<file path="src/rtl/matrix_stream_host.sv">
// matrix_stream_host: host-side sequencer for a streaming matrix accelerator.
// Operands (A then B, row-major) are loaded into op_buf while idle and
// streamed out over m_axis. Results come back over s_axis into res_buf,
// which is readable at any time through rd_addr/rd_data.
//
// Handshake rule for both streams: a beat transfers on a rising clk edge
// where tvalid and tready are both 1. The master never drops tvalid or
// changes tdata while a beat is pending. The slave may accept results while
// operands are still being sent.
module matrix_stream_host #(
    parameter int DATA_W  = 16,
    parameter int ACC_W   = 32,
    parameter int N       = 4,
    parameter int TIMEOUT = 1024
) (
    input  logic                        clk,
    input  logic                        rst,
    input  logic                        start,
    output logic                        busy,
    output logic                        done,
    output logic                        tlast_err,
    output logic                        timeout,
    output logic                        accel_start,
    input  logic                        ld_we,
    input  logic [$clog2(2*N*N)-1:0]    ld_addr,
    input  logic [DATA_W-1:0]           ld_data,
    input  logic [$clog2(N*N)-1:0]      rd_addr,
    output logic [ACC_W-1:0]            rd_data,
    output logic                        m_axis_tvalid,
    output logic [DATA_W-1:0]           m_axis_tdata,
    input  logic                        m_axis_tready,
    input  logic                        s_axis_tvalid,
    input  logic [ACC_W-1:0]            s_axis_tdata,
    input  logic                        s_axis_tlast,
    output logic                        s_axis_tready
);

    localparam int OPS    = 2 * N * N;
    localparam int RES    = N * N;
    localparam int LD_AW  = $clog2(OPS);
    localparam int RD_AW  = $clog2(RES);
    localparam int IDX_W  = $clog2(OPS + 1);
    localparam int RIDX_W = $clog2(RES + 1);
    localparam int WD_W   = $clog2(TIMEOUT + 1);

    typedef enum logic [2:0] {
        S_IDLE = 3'd0,
        S_KICK = 3'd1,
        S_SEND = 3'd2,
        S_RECV = 3'd3,
        S_FIN  = 3'd4
    } state_t;

    // Current FSM state; kept as a named enum so checkers can bind to it.
    state_t state;
    state_t state_nx;

    logic [DATA_W-1:0] op_buf  [OPS];
    logic [ACC_W-1:0]  res_buf [RES];

    logic [IDX_W-1:0]  send_idx;
    logic [RIDX_W-1:0] recv_idx;
    logic [WD_W-1:0]   wdog;

    logic m_fire;
    logic s_fire;
    logic last_op;
    logic last_res;
    logic res_full;
    logic wdog_hit;
    logic tlast_bad;

    assign m_fire    = m_axis_tvalid && m_axis_tready;
    assign s_fire    = s_axis_tvalid && s_axis_tready;
    assign last_op   = (send_idx == IDX_W'(OPS - 1));
    assign last_res  = (recv_idx == RIDX_W'(RES - 1));
    assign res_full  = (recv_idx == RIDX_W'(RES));
    // The watchdog fires on the cycle that would bring the idle count to TIMEOUT.
    assign wdog_hit  = (state == S_RECV) && !s_fire && (wdog == WD_W'(TIMEOUT - 1));
    // tlast must appear on exactly the final result beat.
    assign tlast_bad = s_fire && (s_axis_tlast != last_res);

    assign m_axis_tdata = (int'(send_idx) < OPS) ? op_buf[send_idx[LD_AW-1:0]] : '0;
    assign rd_data      = (int'(rd_addr) < RES) ? res_buf[rd_addr] : '0;

    // State register.
    always_ff @(posedge clk or posedge rst) begin
        if (rst) state <= S_IDLE;
        else     state <= state_nx;
    end

    // Next-state logic; a result set completed during SEND skips RECV.
    always_comb begin
        state_nx = state;
        case (state)
            S_IDLE: if (start) state_nx = S_KICK;
            S_KICK: state_nx = S_SEND;
            S_SEND: begin
                if (m_fire && last_op)
                    state_nx = (res_full || (s_fire && last_res)) ? S_FIN : S_RECV;
            end
            S_RECV: begin
                if (s_fire && last_res) state_nx = S_FIN;
                else if (wdog_hit)      state_nx = S_FIN;
            end
            S_FIN:   state_nx = S_IDLE;
            default: state_nx = S_IDLE;
        endcase
    end

    // Per-state outputs; result intake stops once the buffer is full.
    always_comb begin
        busy          = 1'b0;
        done          = 1'b0;
        accel_start   = 1'b0;
        m_axis_tvalid = 1'b0;
        s_axis_tready = 1'b0;
        case (state)
            S_KICK: begin
                busy        = 1'b1;
                accel_start = 1'b1;
            end
            S_SEND: begin
                busy          = 1'b1;
                m_axis_tvalid = 1'b1;
                s_axis_tready = !res_full;
            end
            S_RECV: begin
                busy          = 1'b1;
                s_axis_tready = !res_full;
            end
            S_FIN:   done = 1'b1;
            default: ;
        endcase
    end

    // Operand index: restarts at 0 on every kick, advances per transfer.
    always_ff @(posedge clk or posedge rst) begin
        if (rst)                           send_idx <= '0;
        else if (state == S_KICK)          send_idx <= '0;
        else if (state == S_SEND && m_fire) send_idx <= send_idx + IDX_W'(1);
    end

    // Result index: restarts at 0 on every kick, advances per accepted beat.
    always_ff @(posedge clk or posedge rst) begin
        if (rst)                  recv_idx <= '0;
        else if (state == S_KICK) recv_idx <= '0;
        else if (s_fire)          recv_idx <= recv_idx + RIDX_W'(1);
    end

    // Watchdog: counts idle cycles in RECV, cleared by any accepted beat.
    always_ff @(posedge clk or posedge rst) begin
        if (rst)                            wdog <= '0;
        else if (state != S_RECV || s_fire) wdog <= '0;
        else if (wdog != WD_W'(TIMEOUT))    wdog <= wdog + WD_W'(1);
    end

    // Sticky error flags, cleared only when a new transaction kicks off.
    always_ff @(posedge clk or posedge rst) begin
        if (rst) begin
            tlast_err <= 1'b0;
            timeout   <= 1'b0;
        end else if (state == S_KICK) begin
            tlast_err <= 1'b0;
            timeout   <= 1'b0;
        end else begin
            if (tlast_bad) tlast_err <= 1'b1;
            if (wdog_hit)  timeout   <= 1'b1;
        end
    end

    // Operand buffer: host writes are accepted only while idle.
    always_ff @(posedge clk or posedge rst) begin
        if (rst) begin
            for (int i = 0; i < OPS; i++) op_buf[i] <= '0;
        end else if (state == S_IDLE && ld_we && int'(ld_addr) < OPS) begin
            op_buf[ld_addr] <= ld_data;
        end
    end

    // Result buffer: each accepted beat lands at the current result index.
    always_ff @(posedge clk or posedge rst) begin
        if (rst) begin
            for (int i = 0; i < RES; i++) res_buf[i] <= '0;
        end else if (s_fire) begin
            res_buf[recv_idx[RD_AW-1:0]] <= s_axis_tdata;
        end
    end

endmodule

</file>
<file path="config.mk">
export PLATFORM = sky130hd
export DESIGN_NAME = matrix_stream_host
export DESIGN_NICKNAME = d
export VERILOG_FILES = /design/src/rtl/matrix_stream_host.sv
export SDC_FILE = /design/constraint.sdc
export NUM_CORES = 2
export LEC_CHECK = 0
export ABC_CLOCK_PERIOD_IN_PS = 45600
export CORE_MARGIN = 2
export CORE_UTILIZATION = 55
export DETAILED_ROUTE_END_ITERATION = 6
export PLACE_DENSITY = 0.74
export SLEW_MARGIN = 20
export SYNTH_ARGS = -nofsm -noshare
export SYNTH_HDL_FRONTEND = slang
export SYNTH_SLANG_ARGS = --single-unit
export TNS_END_PERCENT = 10
</file>
<file path="constraint.sdc">
create_clock -name clk -period 45.6 [get_ports clk]
set_clock_uncertainty 0.05 [all_clocks]
set_input_delay 6.84 -clock clk [delete_from_list [all_inputs] [get_ports clk]]
set_output_delay 6.84 -clock clk [all_outputs]
set_load 0.1 [all_outputs]
</file>
==> reports/metrics.csv <==
stage,metric,value,unit
logic_synthesis,Cell variety after synth,54,
layout,area of the multi-input gates,20540,um^2
route,Vias,26410,
logic_synthesis,ys async rst share,100.0,%
setup_path,Critical Path Start Type,input port,
power_and_ir_drop,Final Power,3.196,mW
setup_path,CP Data Arrival Time,10440,ps
route,wire per inst,26.03,um
logic_synthesis,largest family of logic cells by synthesized area,multiplexers,
logic_synthesis,synthesized instance count,2998,
logic_synthesis,Post-synth EDFFs,0,
layout,register area,26310,um^2
setup_path,Worst Path Max Fanout,76,
worst_hold_path,Hold Path Class,flop to flop,
logic_synthesis,mapped cell area,48120,um^2
floorplanning,die height,299.8,um
sta,fmax,0.05769,GHz
floorplanning,num ports,119,
route,post-DR vias/cell,6.207,
run_status,status,"complete, no violations",
clock_network,CTS Buf Count,109,
job,maxcap violations,0,
power_and_ir_drop,LEAKAGE,24.74,nW
logic_synthesis,adder-cell share of the synthesized area,0.2080,%
power_and_ir_drop,P per Cell Area,59.73,nW/um^2
floorplanning,Die ar.,89870,um^2
global_route,Congestion Overflow GR,0,
logic_synthesis,sequential cell area fraction in the yosys report,54.66,%
logic_synthesis,most instantiated cells after synthesis,"dfrtp_1 (1051), mux2_2 (1051), mux4_2 (256)",
logic_synthesis,xor/xnor share of the synthesized area,0.2912,%
logic_synthesis,mux contribution to synthesized area,37.78,%
logic_synthesis,"top cells by area, synth","dfrtp_1 (55%), mux2_2 (25%), mux4_2 (12%), mux2i_1 (1.1%), clkbuf_1 (0.99%)",
sta,max-slew violations,0,
layout,Fill cells,6320,
logic_synthesis,"Avg Cell Area, Syn",16.05,um^2
logic_synthesis,Syn Nets,3070,
global_route,initial antenna violation count,4,
logic_synthesis,Synth Register Bits,1051,
power_and_ir_drop,Max VDD drop,0.0001475,V
clock_network,worst skew pair latency,690,ps
logic_synthesis,Yosys top cell area share,54.66,%
clock_network,clock root cell,clkbuf_16,
route,DRC viols,0,
worst_hold_path,Worst Hold Path Cells,1,
place,post-DP HPWL,64230,um
setup_path,"setup slack, reg-to-reg",42280,ps
setup_path,reg2reg start,send_idx[0]$_DFFE_PP0P_,
clock_network,CTS sink cnt,1051,
worst_hold_path,Hold EP,op_buf[36]$_DFFE_PP0P_,
sta,RSZ-0062 raised after global routing,no,
clock_network,Max clock buf depth,3,
logic_synthesis,largest area contributor in the netlist,dfrtp_1,
route,DRT iter0 DRCs,1853,
place,GP Congestion,0.7674,
route,total iterations of the first detailed-routing run,5,
clock_network,# Post-CTS Setup Buffers,0,
setup_path,CP Data Required Time,38710,ps
route,ANT nets after route,0,
worst_hold_path,Hold Startpoint,op_buf[36]$_DFFE_PP0P_,
clock_network,CTS tree,yes,
clock_network,clk slew on worst S/H paths,60,ps
place,port bufs,118,
clock_network,# resized after CTS,0,
global_route,overall routing resource usage,25.08,%
route,WL final,110700,um
clock_network,Post-CTS Hold Fix Bufs,0,
sta,Setup TNS,0,ps
global_route,largest net degree at the start of global routing,201,
layout,Layout area overhead,11.18,%
sta,Slew @ Worst Pin,1128,ps
sta,# setup viols final,0,
global_route,vias in the first global route,28770,
setup_path,critical path start-end classification,input port to primary output,
setup_path,worst-case reg-to-reg path depth,7,
sta,period utilization,38.01,%
sta,post-layout minimum cycle time,17330,ps
setup_path,CP endpoint kind,primary output,
layout,layout cell share with drive strength beyond 1,52.11,%
sta,Slew headroom,24.70,%
floorplanning,initial core utilization,55.47,%
global_route,first-pass GRT wire length,173700,um
sta,Final Hold Fails,0,
floorplanning,Chip Width,299.8,um
setup_path,critical register-to-register path endpoint,state[1]$_DFFE_PP0P_,
layout,fin nets,3081,
logic_synthesis,Post-Synth Simple-Gate Area,2.520,%
floorplanning,FP Rows,108,
clock_network,H-Tree Depth,3,
logic_synthesis,Ys Warns,0,
logic_synthesis,Synth Flop Type,dfrtp_1,
floorplanning,Core Footprint,86750,um^2
logic_synthesis,compound-gate portion of the synthesized area,1.586,%
[stage by stage]
step | instance area, um^2 | util, % | hold WS (ps) | setup WS, ps | cells
2_1_floorplan | 48120 | - | 408.7 | 9128 | 2998
3_3_place_gp | 49830 | 57.44 | 418.7 | 27970 | 4051
3_5_place_dp | 49860 | 57.47 | 430.4 | 27890 | 4052
4_1_cts | 53490 | 61.66 | 443.7 | 27880 | 4251
5_1_grt | 53500 | 61.67 | 460.3 | 28060 | 4254
6_report | 53500 | 61.67 | 438.7 | 28270 | 4254
[cell families after synthesis]
| family | count (synthesis) |
|---|---|
| muxes | 1364 |
| DFF | 1051 |
| buffers and inverters | 268 |
| and+or+nand+nor | 195 |
| AOI/OAI and AO/OA | 96 |
| xor gates and xnor gates | 16 |
| adders and majority gates | 8 |
[layout make-up]
| cell class | instances | area share (%) |
|---|---|---|
| clock buffer | 153 | 5.894 |
| tap | 1155 | 2.701 |
| timing repair buffer | 162 | 2.863 |
| inverter | 6 | 0.05613 |
| clock inverter | 46 | 0.9004 |
| sequential | 1051 | 49.18 |
| antenna | 2 | 0.009355 |
| multi-input combinational | 1679 | 38.39 |
[critical path, stage by stage]
cell and delay [ps]:
buf_4 600, buf_4 980, mux4_2 430, mux4_2 490, clkdlybuf4s50_1 1030
[layout by cell type (no fill, tap or decap), types with 6 or more instances in the layout]
master / n
nor2_1: 33
clkbuf_1: 18
o22ai_1: 16
bufinv_16: 8
nand4_1: 6
nand2_1: 19
a211oi_1: 33
ha_1: 8
mux4_2: 256
nand3_1: 8
xor2_1: 10
clkdlybuf4s50_1: 102
clkinv_2: 31
nor2b_1: 38
mux2_1: 6
nand3_2: 8
a221o_1: 16
nor2_2: 9
nand2_2: 9
mux2i_1: 51
a22o_1: 16
nand2b_1: 7
nor4_1: 14
dfrtp_1: 1048
clkbuf_16: 109
buf_2: 14
xnor2_1: 6
buf_4: 36
mux2_2: 1051
nor2_4: 19
clkbuf_8: 27
[worst max-delay path by stage]
stage	endpoint	cells past startpoint	start
floorplan	op_buf[0]$_DFFE_PP0P_	1	rst
global placement	rd_data[1]	5	rd_addr[0]
detailed placement	rd_data[1]	5	rd_addr[0]
CTS	rd_data[1]	5	rd_addr[0]
global route	rd_data[1]	5	rd_addr[0]
finish	rd_data[22]	5	rd_addr[1]
[flip-flops by register name, summed over array words and instances (netlist names)]
register	cells
op_buf	512
recv_idx	5
res_buf	512
send_idx	6
state	3
timeout	1
tlast_err	1
wdog	11
[power by group]
group / internal (mW) / switching (mW) / leakage, nW
clock: 0.526 / 0.371 / 1.81
combinational: 0.456 / 0.490 / 8.79
sequential: 1.19 / 0.161 / 14.1
[per-layer routing]
| layer | wire length, um | track usage, % | vias up |
|---|---|---|---|
| met5 | 28 | 0 | - |
| met4 | 2513 | 7.071 | 4 |
| met3 | 4559 | 3.685 | 180 |
| met2 | 56080 | 42.27 | 566 |
| met1 | 47570 | 34.27 | 14450 |
| li1 | - | - | 11200 |
Power figures use the tool's default switching activity.
